`src/rtl/bundle_pkg.sv`:
```
// Shared widths, beat-counter sizing and FSM state type for the bundle deserializer.
// Used by bundle_deser and beat_parity_chk.
package bundle_pkg;

  localparam int unsigned BUNDLE_W = 144;
  localparam int unsigned BEAT_W   = 16;
  localparam int unsigned BEATS    = BUNDLE_W / BEAT_W;

  // Counter width for a given beat count; a single-beat bundle still needs one bit.
  function automatic int unsigned cnt_width(input int unsigned beats);
    return (beats > 1) ? $clog2(beats) : 1;
  endfunction

  localparam int unsigned CNT_W = cnt_width(BEATS);

  typedef enum logic [1:0] {
    IDLE    = 2'd0,
    COLLECT = 2'd1,
    HOLD    = 2'd2
  } state_e;

endpackage

```
`src/rtl/beat_parity_chk.sv`:
```
// Even-parity check of one link beat against its sideband parity bit.
// Instantiated by bundle_deser only when BUNDLE_PARITY_EN is defined.
module beat_parity_chk #(
  parameter int unsigned BEAT_W = bundle_pkg::BEAT_W
) (
  input  logic [BEAT_W-1:0] beat,
  input  logic              par,
  output logic              par_err_c
);

  // par carries the XOR of the beat bits, so beat plus par always has even weight.
  assign par_err_c = (^beat) ^ par;

endmodule

```
`src/rtl/bundle_deser.sv`:
```
// Reassembles a serialized pipeline bundle from LSB-first link beats framed by in_sof.
// Optional beat parity checking is enabled by defining BUNDLE_PARITY_EN.
module bundle_deser #(
  parameter int unsigned BUNDLE_W = bundle_pkg::BUNDLE_W,
  parameter int unsigned BEAT_W   = bundle_pkg::BEAT_W
) (
  input  logic                clk,
  input  logic                reset,
  input  logic [BEAT_W-1:0]   in_beat,
  input  logic                in_sof,
  input  logic                in_valid,
`ifdef BUNDLE_PARITY_EN
  input  logic                in_par,
`endif
  output logic                in_ready,
  output logic [BUNDLE_W-1:0] bundled_out,
  output logic                out_valid,
  input  logic                out_ready,
  output logic                frame_err
);

  import bundle_pkg::*;

  localparam int unsigned N_BEATS  = BUNDLE_W / BEAT_W;
  localparam int unsigned CNT_BITS = cnt_width(N_BEATS);
  localparam logic [CNT_BITS-1:0] LAST_IDX = CNT_BITS'(N_BEATS - 1);
  localparam logic [CNT_BITS-1:0] ONE_IDX  = CNT_BITS'(1);

  state_e              state_q, state_d;
  logic [CNT_BITS-1:0] cnt_q, cnt_d;
  logic                wr_en;
  logic [CNT_BITS-1:0] wr_idx;
  logic                err_d;
  logic                accept;
  logic                par_err_c;

`ifdef BUNDLE_PARITY_EN
  beat_parity_chk #(
    .BEAT_W (BEAT_W)
  ) u_parity (
    .beat      (in_beat),
    .par       (in_par),
    .par_err_c (par_err_c)
  );
`else
  assign par_err_c = 1'b0;
`endif

  assign accept = in_valid && in_ready;

  // Next-state, beat write strobe and error pulse decode.
  always_comb begin
    state_d = state_q;
    cnt_d   = cnt_q;
    wr_en   = 1'b0;
    wr_idx  = cnt_q;
    err_d   = 1'b0;

    unique case (state_q)
      IDLE: begin
        if (accept) begin
          if (par_err_c) begin
            err_d = 1'b1;
          end else if (in_sof) begin
            wr_en  = 1'b1;
            wr_idx = '0;
            if (N_BEATS == 1) begin
              state_d = HOLD;
              cnt_d   = '0;
            end else begin
              state_d = COLLECT;
              cnt_d   = ONE_IDX;
            end
          end else begin
            err_d = 1'b1;
          end
        end
      end

      COLLECT: begin
        if (accept) begin
          if (par_err_c) begin
            state_d = IDLE;
            cnt_d   = '0;
            err_d   = 1'b1;
          end else if (in_sof) begin
            // Restart framing: the partial bundle is overwritten from beat 0.
            wr_en  = 1'b1;
            wr_idx = '0;
            cnt_d  = ONE_IDX;
            err_d  = 1'b1;
          end else begin
            wr_en = 1'b1;
            if (cnt_q == LAST_IDX) begin
              state_d = HOLD;
              cnt_d   = '0;
            end else begin
              cnt_d = CNT_BITS'(cnt_q + ONE_IDX);
            end
          end
        end
      end

      HOLD: begin
        if (out_ready) begin
          state_d = IDLE;
        end
      end

      default: begin
        state_d = IDLE;
        cnt_d   = '0;
      end
    endcase
  end

  // State, counter and registered handshake outputs.
  always_ff @(posedge clk) begin
    if (reset) begin
      state_q   <= IDLE;
      cnt_q     <= '0;
      in_ready  <= 1'b1;
      out_valid <= 1'b0;
      frame_err <= 1'b0;
    end else begin
      state_q   <= state_d;
      cnt_q     <= cnt_d;
      in_ready  <= (state_d != HOLD);
      out_valid <= (state_d == HOLD);
      frame_err <= err_d;
    end
  end

  // Bundle storage; untouched while holding so the output stays stable.
  always_ff @(posedge clk) begin
    if (reset) begin
      bundled_out <= '0;
    end else if (wr_en) begin
      bundled_out[wr_idx*BEAT_W +: BEAT_W] <= in_beat;
    end
  end

endmodule

```
`config.mk`:
```
export PLATFORM = sky130hd
export DESIGN_NAME = bundle_deser
export DESIGN_NICKNAME = d
export VERILOG_FILES = /design/src/rtl/bundle_pkg.sv /design/src/rtl/beat_parity_chk.sv /design/src/rtl/bundle_deser.sv
export SDC_FILE = /design/constraint.sdc
export NUM_CORES = 1
export LEC_CHECK = 0
export BUFFER_PORTS_ARGS = -buffer_cell sky130_fd_sc_hd__buf_4
export CORE_MARGIN = 8
export CORE_UTILIZATION = 28
export DETAILED_ROUTE_END_ITERATION = 10
export PLACE_DENSITY = 0.52
export SLEW_MARGIN = 25
export SYNTH_ARGS = -nofsm -noshare
export SYNTH_HDL_FRONTEND = slang
export SYNTH_HIERARCHICAL = 1
export SYNTH_SLANG_ARGS = --single-unit
```
`constraint.sdc`:
```
create_clock -name clk -period 4.13 [get_ports clk]
set_input_delay 0.2065 -clock clk [delete_from_list [all_inputs] [get_ports clk]]
set_output_delay 0.2065 -clock clk [all_outputs]
set_load 0.02 [all_outputs]
```
==> metrics.md <==
| Metric | Value |
|---|---|
| Synthesis-stage register bit count | 153 |
| Largest fanout of any net on the critical path | 20 |
| Cell leakage power | 3.41 nW |
| DRT iter0 DRCs | 384 |
| Slew HR | 0.362 |
| Post-synthesis net count | 723 |
| IO Port Bufs | 167 |
| Number of gates resized after CTS | 0 |
| Signed area change from the synthesized netlist to the final layout | 31.6% |
| Sequential element share of the synthesized area | 0.477 |
| Clock latency reported for the late side of the worst-skew pair | 0.43 ns |
| Largest net degree at the start of global routing | approximately 110 |
| Top cells by area, synth | sky130_fd_sc_hd__dfxtp_1 48%, sky130_fd_sc_hd__a21oi_1 7.2%, sky130_fd_sc_hd__nand2b_1 5.2% |
| Initial antenna violation count | 0 |
| Number of top-level pins | 168 |
| Number of enable flip-flop cells after synthesis | 0 |
| Chip Width | between 150 and 200 µm |
| Setup Skew | 0.0107 ns |
| Standard cell core area | 22600 µm² |
| Setup fix buffers added after clock tree synthesis | 0 |
| Hold_buf cts | 0 |
| Portion of synthesized cell area occupied by the leading cell type | 0.477 |
| Placed wire-length estimate after detailed placement | around 15000 µm |
| Number of global-route vias before repair | roughly 5400 |
| Cells after synthesis | 698 |
| Cell type contributing the most total cell area after synthesis | sky130_fd_sc_hd__dfxtp_1 |
| Via density | 5.05 |
| IR drop worst, VDD | ~0.24 mV |
| Non-filler instance count after layout | 1130 |
| Inserted Clock Buffers | 17 |
| Arrival time reported for the critical path endpoint | 3.74 ns |
| Capturing element type of the critical path | register |
| Setup tns final | 0 ns |
| First-pass GRT wire length | 34100 µm |
| Global route total overflow | 0 |
| Std-Cell Rows | 55 |
| Post-Syn Area | 6420 µm² |
| Clock root buffer | sky130_fd_sc_hd__clkbuf_16 |
| Detail Route Antenna Nets | 0 |
| All-Layer GR Usage | 0.158 |
| Vert. Die Dim | 167 µm |
| Commonest register cell after synthesis | sky130_fd_sc_hd__dfxtp_1 |
| Max-cap violation count | 0 |
| Buffers from clock root to sink, at most | 2 |
| Drc violations | 0 |
| Detailed-route via count | about 5700 |
| Initial core utilization | 0.284 |
| Number of sinks driven by the clock tree | around 150 |
| Wire length per cell | 20.1 µm |
| Hold Vio Cnt, Final | 0 |
| Status | finished clean |
| Transition time at the pin with the least slew margin | 0.948 ns |
| Areal power density over the cells | 391 nW/µm² |
| Number of cells after detailed placement | between 1000 and 1500 |
| Maximum clock frequency | roughly 0.30 GHz |
| Average instance area after synthesis | between 9 and 10 µm² |
| Clock tree from TritonCTS | yes |
| Level count of the clock H-tree | 4 |
| # setup viols final | 0 |
| Most common cell after layout, fill and taps aside | sky130_fd_sc_hd__buf_4 |
| Worst min path class | input port to register |
| Share of post-route cells with drive strength above 1 | 0.277 |
| Path type of the worst setup path | register to register |
| Floorplan die area | 28000 µm² |
| Async set or reset register ratio after synthesis | 0 |
| Number of unique standard cell types used by synthesis | 61 |
| Required time at the endpoint of the critical path | 4.50 ns |
| Final Cycle Share | 0.817 |
| Time the worst path needs with I/O delays and setup | 3.37 ns |
| Startpoint type of the worst setup path | register |
| Total number of nets in the final design | ~860 |
| Post-Route WL | about 23000 µm |
| Clock slew at the register clock pins of the worst setup and hold paths | 0.07 ns |
| Warning count from the yosys run | 6 |
| First-pass iteration count of the detailed router | 5 |
| Final count of pins violating max slew | 0 |
| Setup repair after global routing missed its margin | false |
| Leading cell types in the layout, fill and taps excluded | 184 x sky130_fd_sc_hd__buf_4, 153 x sky130_fd_sc_hd__dfxtp_1, 91 x sky130_fd_sc_hd__a21oi_1 |
| Gp weighted congestion | 0.844 |
| N_diodes | 0 |
-- where the power goes --
group / leakage [nW] / internal [mW] / switching [mW]
registers: 1.23 / 1.49 / 0.00988
logic: 1.90 / 0.0638 / 0.150
clock network: 0.275 / 0.902 / 0.692
total: 3.41 / 2.45 / 0.852
-- cell usage after synthesis, types with 3 or more instances --
master	n
sky130_fd_sc_hd__nand3b_1	22
sky130_fd_sc_hd__a31o_1	12
sky130_fd_sc_hd__and2_1	3
sky130_fd_sc_hd__a31o_2	3
sky130_fd_sc_hd__and3b_1	3
sky130_fd_sc_hd__nand2_1	45
sky130_fd_sc_hd__nand4b_1	3
sky130_fd_sc_hd__nand3_1	44
sky130_fd_sc_hd__a21oi_1	92
sky130_fd_sc_hd__mux2i_1	32
sky130_fd_sc_hd__a31oi_1	3
sky130_fd_sc_hd__inv_1	7
sky130_fd_sc_hd__nand2b_1	53
sky130_fd_sc_hd__dfxtp_1	153
sky130_fd_sc_hd__nor2_1	7
sky130_fd_sc_hd__and4b_1	3
sky130_fd_sc_hd__o2bb2ai_1	3
sky130_fd_sc_hd__nand4_1	31
sky130_fd_sc_hd__nor3_1	8
sky130_fd_sc_hd__a22o_1	16
sky130_fd_sc_hd__buf_2	11
sky130_fd_sc_hd__o21ai_0	41
sky130_fd_sc_hd__ha_1	4
sky130_fd_sc_hd__clkbuf_2	9
sky130_fd_sc_hd__clkbuf_1	44
-- area by class of cell --
cell class	instances	area [µm²]
clock buffer	17	425
inverter	8	30.0
fill	2369	14100
multi-input combinational	468	3030
tap	285	357
timing repair buffer	184	1380
clock inverter	15	166
sequential	153	3060
-- sequential cells by signal (all words and copies together), names as in the netlist --
signal,count
bundled_out,144
cnt_q,4
state_q,2
frame_err,1
in_ready,1
out_valid,1
-- cells by family (layout without fill, tap and decap cells) --
kind of cell    Yosys count  count (layout)  synth area share
compound gates          188             188             0.189
mux                      32              32            0.0499
xor+xnor                  2               2           0.00273
simple gates            242             242             0.221
flops                   153             153             0.477
buf+inv                  77             224            0.0524
fa+ha+maj                 4               4           0.00779
-- stage by stage --
stage	worst slack (ns)	hold WS [ns]	utilization	instance area, µm²	power [mW]
after floorplan	0.959	0.332	-	6420	1.65
after global placement	0.887	0.439	0.348	7860	1.74
after detailed placement	0.790	0.448	0.348	7860	1.74
after CTS	0.761	0.0946	0.375	8450	3.34
after global routing	0.467	0.110	0.375	8450	3.42
final	0.757	0.119	0.375	8450	3.30
-- metal layers --
metal  GRT usage  share of wire  vias to the layer above
met3      0.0470          0.063                       14
met1       0.208           0.46                     2733
li1            -              -                     2786
met4      0.0380         0.0074                        0
met5           0              0                        -
met2       0.248           0.47                      177
-- critical path, cell delays in order, from the launching register on --
cell and delay [ns]:
sky130_fd_sc_hd__dfxtp_1 0.69, sky130_fd_sc_hd__inv_1 0.24, sky130_fd_sc_hd__nor2_1 0.19, sky130_fd_sc_hd__inv_1 0.06
sky130_fd_sc_hd__ha_1 0.41, sky130_fd_sc_hd__clkinv_1 0.51, sky130_fd_sc_hd__a21oi_2 0.35, sky130_fd_sc_hd__and4b_1 0.64
sky130_fd_sc_hd__a22o_1 0.21
-- final timing paths --
check,slack (ns),from,to,cells past startpoint
setup reg to reg,0.76,cnt_q[0],bundled_out[84],8
hold / removal,0.12,in_beat[7],bundled_out[87],2
hold reg to reg,0.46,bundled_out[58],bundled_out[58],2
setup / recovery,0.76,cnt_q[0],bundled_out[84],8
Power figures use the tool's default switching activity.
